## config.mk

```make
export PLATFORM = sky130hd
export DESIGN_NAME = fetch_queue
export DESIGN_NICKNAME = d
export VERILOG_FILES = /design/src/rtl/fetch_queue.sv
export SDC_FILE = /design/constraint.sdc
export NUM_CORES = 1
export LEC_CHECK = 0
export ABC_AREA = 1
export CORE_MARGIN = 2
export CORE_UTILIZATION = 40
export CTS_CLUSTER_DIAMETER = 30
export DETAILED_ROUTE_END_ITERATION = 12
export PLACE_DENSITY = 0.6
export SETUP_SLACK_MARGIN = 0.2
export SYNTH_ARGS = -nofsm -noshare
export SYNTH_HDL_FRONTEND = slang
export SYNTH_SLANG_ARGS = --single-unit
```

## constraint.sdc

```tcl
create_clock -name clk -period 5.51 [get_ports clk]
set_input_delay 0.551 -clock clk [delete_from_list [all_inputs] [get_ports clk]]
set_output_delay 0.551 -clock clk [all_outputs]
set_load 0.02 [all_outputs]
```

## src/rtl/fetch_queue.sv

```systemverilog
// Instruction fetch front end: credit-limited request issue, in-flight PC tracking and a
// small instruction queue toward decode. Define FETCH_PERF_CNT_EN to add stall/flush counters.
module fetch_queue #(
    parameter int              size     = 32,
    parameter logic [size-1:0] RESET_PC = '0,
    parameter int              DEPTH    = 2
) (
    input  logic            clk,
    input  logic            reset,
    output logic            imem_req_valid,
    input  logic            imem_req_ready,
    output logic [size-1:0] imem_addr,
    input  logic            imem_rsp_valid,
    input  logic [size-1:0] imem_rsp_data,
    input  logic            redirect_valid,
    input  logic [size-1:0] redirect_pc,
    output logic            inst_valid,
    input  logic            inst_ready,
    output logic [size-1:0] inst_data,
    output logic [size-1:0] inst_pc
`ifdef FETCH_PERF_CNT_EN
    ,
    output logic [31:0]     stall_cycles,
    output logic [31:0]     flush_count
`endif
);
    localparam int AW = $clog2(DEPTH);
    localparam int PW = AW + 1;
    localparam int DW = 16;

    logic [size-1:0] fetch_pc;
    logic [size-1:0] f_pc [DEPTH];
    logic [size-1:0] q_pc [DEPTH];
    logic [size-1:0] q_data [DEPTH];
    logic [PW-1:0]   f_wr, f_rd, f_count;
    logic [PW-1:0]   q_wr, q_rd, q_count;
    logic [DW-1:0]   drop_cnt;
    logic [PW:0]     credits;
    logic            deq, req_fire, rsp_live, rsp_drop, rsp_any;
    logic            unused_pc_bits;

    assign unused_pc_bits = ^redirect_pc[1:0];

    assign f_count    = f_wr - f_rd;
    assign q_count    = q_wr - q_rd;
    assign inst_valid = (q_count != '0);
    assign inst_data  = inst_valid ? q_data[q_rd[AW-1:0]] : '0;
    assign inst_pc    = inst_valid ? q_pc[q_rd[AW-1:0]] : '0;
    assign imem_addr  = fetch_pc;

    // A same-cycle dequeue frees its slot early so a single-cycle memory can stream at full rate
    assign deq            = inst_valid && inst_ready && !redirect_valid;
    assign credits        = {1'b0, q_count} + {1'b0, f_count} - {{PW{1'b0}}, deq};
    assign imem_req_valid = !reset && !redirect_valid && (credits < (PW+1)'(DEPTH));
    assign req_fire       = imem_req_valid && imem_req_ready;

    assign rsp_drop = imem_rsp_valid && (drop_cnt != '0);
    assign rsp_live = imem_rsp_valid && (drop_cnt == '0) && (f_count != '0) && !redirect_valid;
    assign rsp_any  = imem_rsp_valid && ((drop_cnt != '0) || (f_count != '0));

    always_ff @(posedge clk or posedge reset) begin
        if (reset) begin
            fetch_pc <= RESET_PC;
            f_wr     <= '0;
            f_rd     <= '0;
            q_wr     <= '0;
            q_rd     <= '0;
            drop_cnt <= '0;
        end else if (redirect_valid) begin
            // Everything still in flight becomes stale; the redirect-cycle response is already gone
            fetch_pc <= {redirect_pc[size-1:2], 2'b00};
            f_wr     <= '0;
            f_rd     <= '0;
            q_wr     <= '0;
            q_rd     <= '0;
            drop_cnt <= drop_cnt + DW'(f_count) - DW'(rsp_any);
        end else begin
            if (req_fire) begin
                fetch_pc <= fetch_pc + size'(4);
                f_wr     <= f_wr + PW'(1);
            end
            if (rsp_drop) drop_cnt <= drop_cnt - DW'(1);
            if (rsp_live) begin
                f_rd <= f_rd + PW'(1);
                q_wr <= q_wr + PW'(1);
            end
            if (deq) q_rd <= q_rd + PW'(1);
        end
    end

    always_ff @(posedge clk) begin
        if (req_fire) f_pc[f_wr[AW-1:0]] <= fetch_pc;
        if (rsp_live) begin
            q_pc[q_wr[AW-1:0]]   <= f_pc[f_rd[AW-1:0]];
            q_data[q_wr[AW-1:0]] <= imem_rsp_data;
        end
    end

`ifdef FETCH_PERF_CNT_EN
    always_ff @(posedge clk or posedge reset) begin
        if (reset) begin
            stall_cycles <= '0;
            flush_count  <= '0;
        end else begin
            if (!inst_valid && (stall_cycles != '1)) stall_cycles <= stall_cycles + 32'd1;
            if (redirect_valid && (flush_count != '1)) flush_count <= flush_count + 32'd1;
        end
    end
`endif

endmodule

```

* Word level (Yosys, flattened, before mapping)
Memory sizes are Yosys's and may differ from the RTL's. Index checks and enable logic that the tools add are counted.
Storage, ports and cells: register bits 56, memory bits (writable) 192, output and inout port bits 98, logic and storage cells 61, memories kept 3
Cells by class: add/sub/neg operators 12, order comparisons 1, multiplexer cells 18, reductions and logical operators 21
Memory list:
- f_pc | depth 2, bits a word 32, rd ports 1, clocked after memory_dff 0, write ports 1, RTL line 32 | logic [size-1:0] f_pc [DEPTH];
- q_data | depth 2, bits a word 32, rd ports 1, clocked after memory_dff 0, write ports 1, RTL line 34 | logic [size-1:0] q_data [DEPTH];
- q_pc | depth 2, bits a word 32, rd ports 1, clocked after memory_dff 0, write ports 1, RTL line 33 | logic [size-1:0] q_pc [DEPTH];
Operator list (number):
- 2-to-1 mux 32 bit | 4
- adder 32 x 3 -> 32 bit, second input constant | 1
- 2-to-1 mux 16 bit | 2
- adder 16 x 2 -> 16 bit | 1
- zero test 16 bit | 1
- 2-to-1 mux 2 bit | 8
- nonzero test 16 bit | 1
- subtractor 16 x 1 -> 16 bit | 1
- subtractor 16 x 1 -> 16 bit, second input constant | 1
- nonzero test 2 bit | 6
- logical AND 1 bit | 10
- adder 2 x 1 -> 2 bit, second input constant | 4
- 2-to-1 mux 1 bit | 4
- subtractor 2 bit | 2
- adder 2 x 2 -> 3 bit | 1
- < comparator 3 x 2 -> 1 bit, second input constant | 1
- subtractor 3 x 1 -> 3 bit | 1
- zero test 1 bit | 2
- logical OR 1 bit | 1

* Depth between registers and ports, before layout
depth in word-level cells 10, mapped depth 23

* Worst setup path after synthesis
OpenSTA, ideal clock, no wires.
path kind reg-to-reg, start point register q_wr[0], end point memory f_pc[1][10] (enable), arrival time 4017 ps, slack 1074 ps, stages on the path, launching flop included 17, clock period less this slack 4436 ps, path through dfrtp_1 -> inv_1 -> ha_1 -> xnor2_1 -> xor2_1 -> nand2_2 -> nand2_1 -> nor2_1 -> ha_1 -> or2_2 -> fa_1 -> nand2_1 -> nor2_1 -> nand2_1 -> inv_2 -> nand2_4 -> nor2_1
Between the ends: cells in the longest elaborated chain, start to end 10, elaborated cells on any way between the ends 11
Ends and longest elaborated chain:
- start: declaration | RTL line 36 | logic [PW-1:0] q_wr, q_rd, q_count;
- start signal: assignment | RTL line 85 | q_wr <= q_wr + PW'(1);
- subtractor 2 bit (*) | RTL line 45 | assign q_count = q_wr - q_rd;
- branches (longest 3 deep; another with adder 2 x 2 -> 3 bit)
- subtractor 3 x 1 -> 3 bit (*) | RTL line 53 | assign credits = {1'b0, q_count} + {1'b0, f_count} - {{PW{1'b0}}, deq};
- < comparator 3 x 2 -> 1 bit (*) | RTL line 54 | assign imem_req_valid = !reset && !redirect_valid && (credits < (PW+1)'(DEPTH));
- logical AND 1 bit (*) | RTL line 54
- net imem_req_valid | RTL line 10 | output logic imem_req_valid,
- logical AND 1 bit (*) | RTL line 55 | assign req_fire = imem_req_valid && imem_req_ready;
- 2-to-1 mux 1 bit (*) | RTL line 92 | if (req_fire) f_pc[f_wr[AW-1:0]] <= fetch_pc;
- 2-to-1 mux 1 bit (implied by the code) (*) | RTL line 92
- end: declaration | RTL line 32
Mark *: on every way through the listed nets, which the timed path passes.

* Final worst setup path
start point register q_wr[0], end point output port imem_req_valid
Between the ends: cells in the longest elaborated chain, start to end 7, elaborated cells on any way between the ends 8
Ends and longest elaborated chain (RTL line):
- subtractor 2 bit (*) | 45
- branches (longest 3 deep; another with adder 2 x 2 -> 3 bit)
- subtractor 3 x 1 -> 3 bit (*) | 53
- < comparator 3 x 2 -> 1 bit (*) | 54
- logical AND 1 bit (*) | 54
- end: declaration | 10
Every way passes the cells marked *.

==> summary.md <==
| Metric | Value |
|---|---|
| Max_slew headroom | between 20 and 25% |
| H-tree depth | 2 |
| Grt met2 use | 29.5% |
| GRT Max-Usage Layer | met2 |
| Worst Path Required | 4.96 ns |
| # port buffers | approximately 160 |
| CTS tree | done |
| Clk_skew | ~0.018 ns |
| Setup Fix Bufs, Post-CTS | 0 |
| Post-Syn Area per Cell | ~10 µm² |
| DP HPWL | 18.8 mm |
| Io pins | between 150 and 200 |
| Max Fanout on Critical Path | 4 |
| Synth top area share | 46.3% |
| Synth area leader | edfxtp_1 |
| Final net count | roughly 1500 |
| Gate Count Post-Synth | between 1000 and 1500 |
| Pwr/cell area | about 480 nW/µm² |
| Clock power frac | 42.3% |
| Commonest non-fill, non-tap cells in the layout | nand2_1, edfxtp_1, clkdlybuf4s50_1 |
| Hold slack | between 0.3 and 0.4 ns |
| CTS buffer count | 51 |
| Synthesis Warnings | 0 |
| Final max-slew violation count | 0 |
| Tightest Hold Check Type | in2reg |
| Initial Util | between 40% and 50% |
| Routed length per instance | ~16 µm |
| Pin count of the biggest net entering global routing | between 60 and 70 |
| Startpoint type of the worst setup path | register |
| Antenna cell count | 0 |
| Final setup vio count | 0 |
| Clk root buf | clkbuf_16 |
| Bufs on Longest Clock Path | 3 |
| Final GP Congestion | approximately 0.84 |
| CTS Hold Bufs | 0 |
| Commonest register cell after synthesis | edfxtp_1 |
| Combinational fraction of design power | between 20 and 30% |
| Final wirelength | around 29 mm |
| Sequential Power Share | 29.7% |
| Antenna viol nets, final | 0 |
| Later-pin clock latency in the skew report | between 0.5 and 0.6 ns |
| Die Wd | about 180 µm |
| Status | finished, final reports clean |
| Synth unique cells | 47 |
| Asr flop ratio synth | a little under a quarter |
| Post-route clock period utilization | approximately 80% |
| Commonest non-fill, non-tap cell in the layout | nand2_1 |
| DRT iter0 DRCs | slightly below 500 |
| RSZ-0062 raised after global routing | no |
| Synth top area cells | edfxtp_1, dfrtp_1, nand2_1, mux2_2, inv_1 |
| Setup Crit Path Kind | reg2out |
| DIE AREA | approximately 31000 µm² |
| Synthesized area | 11900 µm² |
| Tmin final | roughly 4.3 ns |
| Final Hold Viols | 0 |
| Initial antenna violation count | 0 |
| Global-route wire length before repair | approximately 46 mm |
| Vias per cell | about 4.8 |
| Slew @ Worst Pin | approximately 1.2 ns |
| EDFF count, synth | around 180 |
| Peak VDD IR | about 0.26 mV |
| Worst Setup End Kind | output port |
| Die height | 177 µm |
| Detailed-route via count | between 8000 and 9000 |
| Worst-path clk slew | approximately 0.050 ns |
| Layout area overhead | 32.0% |
| LEAKAGE | roughly 6.8 nW |
| CTS sink count | between 200 and 250 |
| Remaining Overflow, GRT | 0 |
| Number of global-route vias before repair | between 8000 and 9000 |
| Core box area | about 30000 µm² |
| Final setup TNS | 0 ns |
| Share of cells above drive strength 1 | between 15 and 20% |
| Met3 Use GR | ~3.9% |
| Worst EP arrival | 3.79 ns |
| Fmax | roughly 0.23 GHz |
| # resized after CTS | 0 |
| Total GRT Usage | 18.6% |
| Post-route DRC | 0 |
| Sequential area share after synthesis | between 50% and 60% |
| Max_cap viols | 0 |
| Sw frac | 32.1% |
| Drt first pass iters | 6 |
| GRT met1 Usage | 26.0% |
| Num rows | 63 |
| Internal Power | between 5 and 6 mW |
| Sw power | between 2 and 2.5 mW |
| FF+latch count, synth | 238 |
## cell type report
cell class	instances	area [µm²]
fillers	2609	13700
flip-flops and latches	238	6880
multi-input cells	739	4250
repair buffers	170	1670
clock buffers	55	1290
inverters	174	654
clock inverters	39	522
well taps	390	488
## worst max-delay path: stages (launching register included)
cell and delay, ns:
dfrtp_1 0.37, inv_1 0.12, ha_1 0.18, xnor2_1 0.13, xor2_1 0.28, nand2_2 0.08
nand2_1 0.10, nor2_1 0.05, ha_1 0.25, or2_2 0.28, fa_1 0.48, nand2_1 0.05
nor2_1 0.10, nand2_1 0.08, inv_2 0.09, clkdlybuf4s50_1 0.60
## cells by family after synthesis
logic type / after synthesis / share of synthesized area [%]
adders and majority gates: 44 / 4.74
xor gates and xnor gates: 30 / 2.20
DFF: 238 / 57.6
buffers and inverters: 210 / 6.95
muxes: 63 / 5.93
AOI/OAI and AO/OA: 93 / 4.64
other: 1 / 0.0314
and+or+nand+nor: 505 / 17.9
## sequential cells by signal (all words and copies together), names as in the netlist
register,flops
q_wr,2
q_data,64
f_wr,2
q_rd,2
q_pc,60
f_pc,60
drop_cnt,16
imem_addr,30
f_rd,2
## worst paths after layout
path | from | endpoint | slack [ns] | cells past startpoint
worst max-delay path | q_wr[0] | imem_req_valid | 1.17 | 15
worst min-delay path | redirect_valid | drop_cnt[2] | 0.35 | 3
worst max register to register | q_wr[0] | f_pc[0][24] | 1.55 | 17
worst min register to register | drop_cnt[15] | drop_cnt[15] | 0.48 | 2
max in group asynchronous | reset | q_rd[0] | 4.33 | 3
min in group asynchronous | reset | drop_cnt[0] | 0.63 | 3
## power groups by stage
stage | combinational (mW) | clock [mW] | sequential, mW
2_1_floorplan | 1.41 | 0 | 2.24
3_3_place_gp | 2.07 | 0 | 2.24
3_5_place_dp | 2.09 | 0 | 2.25
4_1_cts | 2.11 | 3.22 | 2.22
5_1_grt | 2.37 | 3.32 | 2.24
6_report | 2.10 | 3.17 | 2.22
## per-stage QoR
step	worst slack [ns]	total power [mW]	utilization [%]	cell area (µm²)	cells
6_report	1.17	7.49	53.4	15800	1805
5_1_grt	0.884	7.92	53.4	15800	1805
4_1_cts	1.12	7.55	53.4	15800	1805
3_5_place_dp	1.53	4.34	47.3	13900	1711
3_3_place_gp	1.57	4.31	47.3	13900	1711
2_1_floorplan	1.07	3.65	-	11900	1187
## layer usage
metal,wire length (µm),vias up
met5,0,-
met4,513,0
met3,1700,46
met2,13000,257
met1,13600,4097
li1,-,4288
## synth_stat cells, types with 2 or more instances
cell type and number:
a22oi_1 2, o21bai_1 6, mux2_2 62, inv_2 25, nand3b_1 2, inv_1 148, nand2_2 8, nor2_4 3
or2_2 2, xor2_1 26, a21oi_1 24, nor2_2 2, buf_4 5, buf_1 4, o22ai_1 2, clkbuf_1 15
nor3_1 19, nor2_1 55, nor3_2 3, nand3_1 44, a31oi_1 2, o21ai_0 22, o221ai_1 5, o21ai_1 13
xnor2_1 4, o211ai_1 13, nand3_2 3, edfxtp_1 184, ha_1 42, dfrtp_1 54, nor4_1 2, buf_2 11
nand2_4 2, fa_1 2, nand4_1 9, nand2_1 348
No activity file was read; power rests on OpenSTA's default activity.
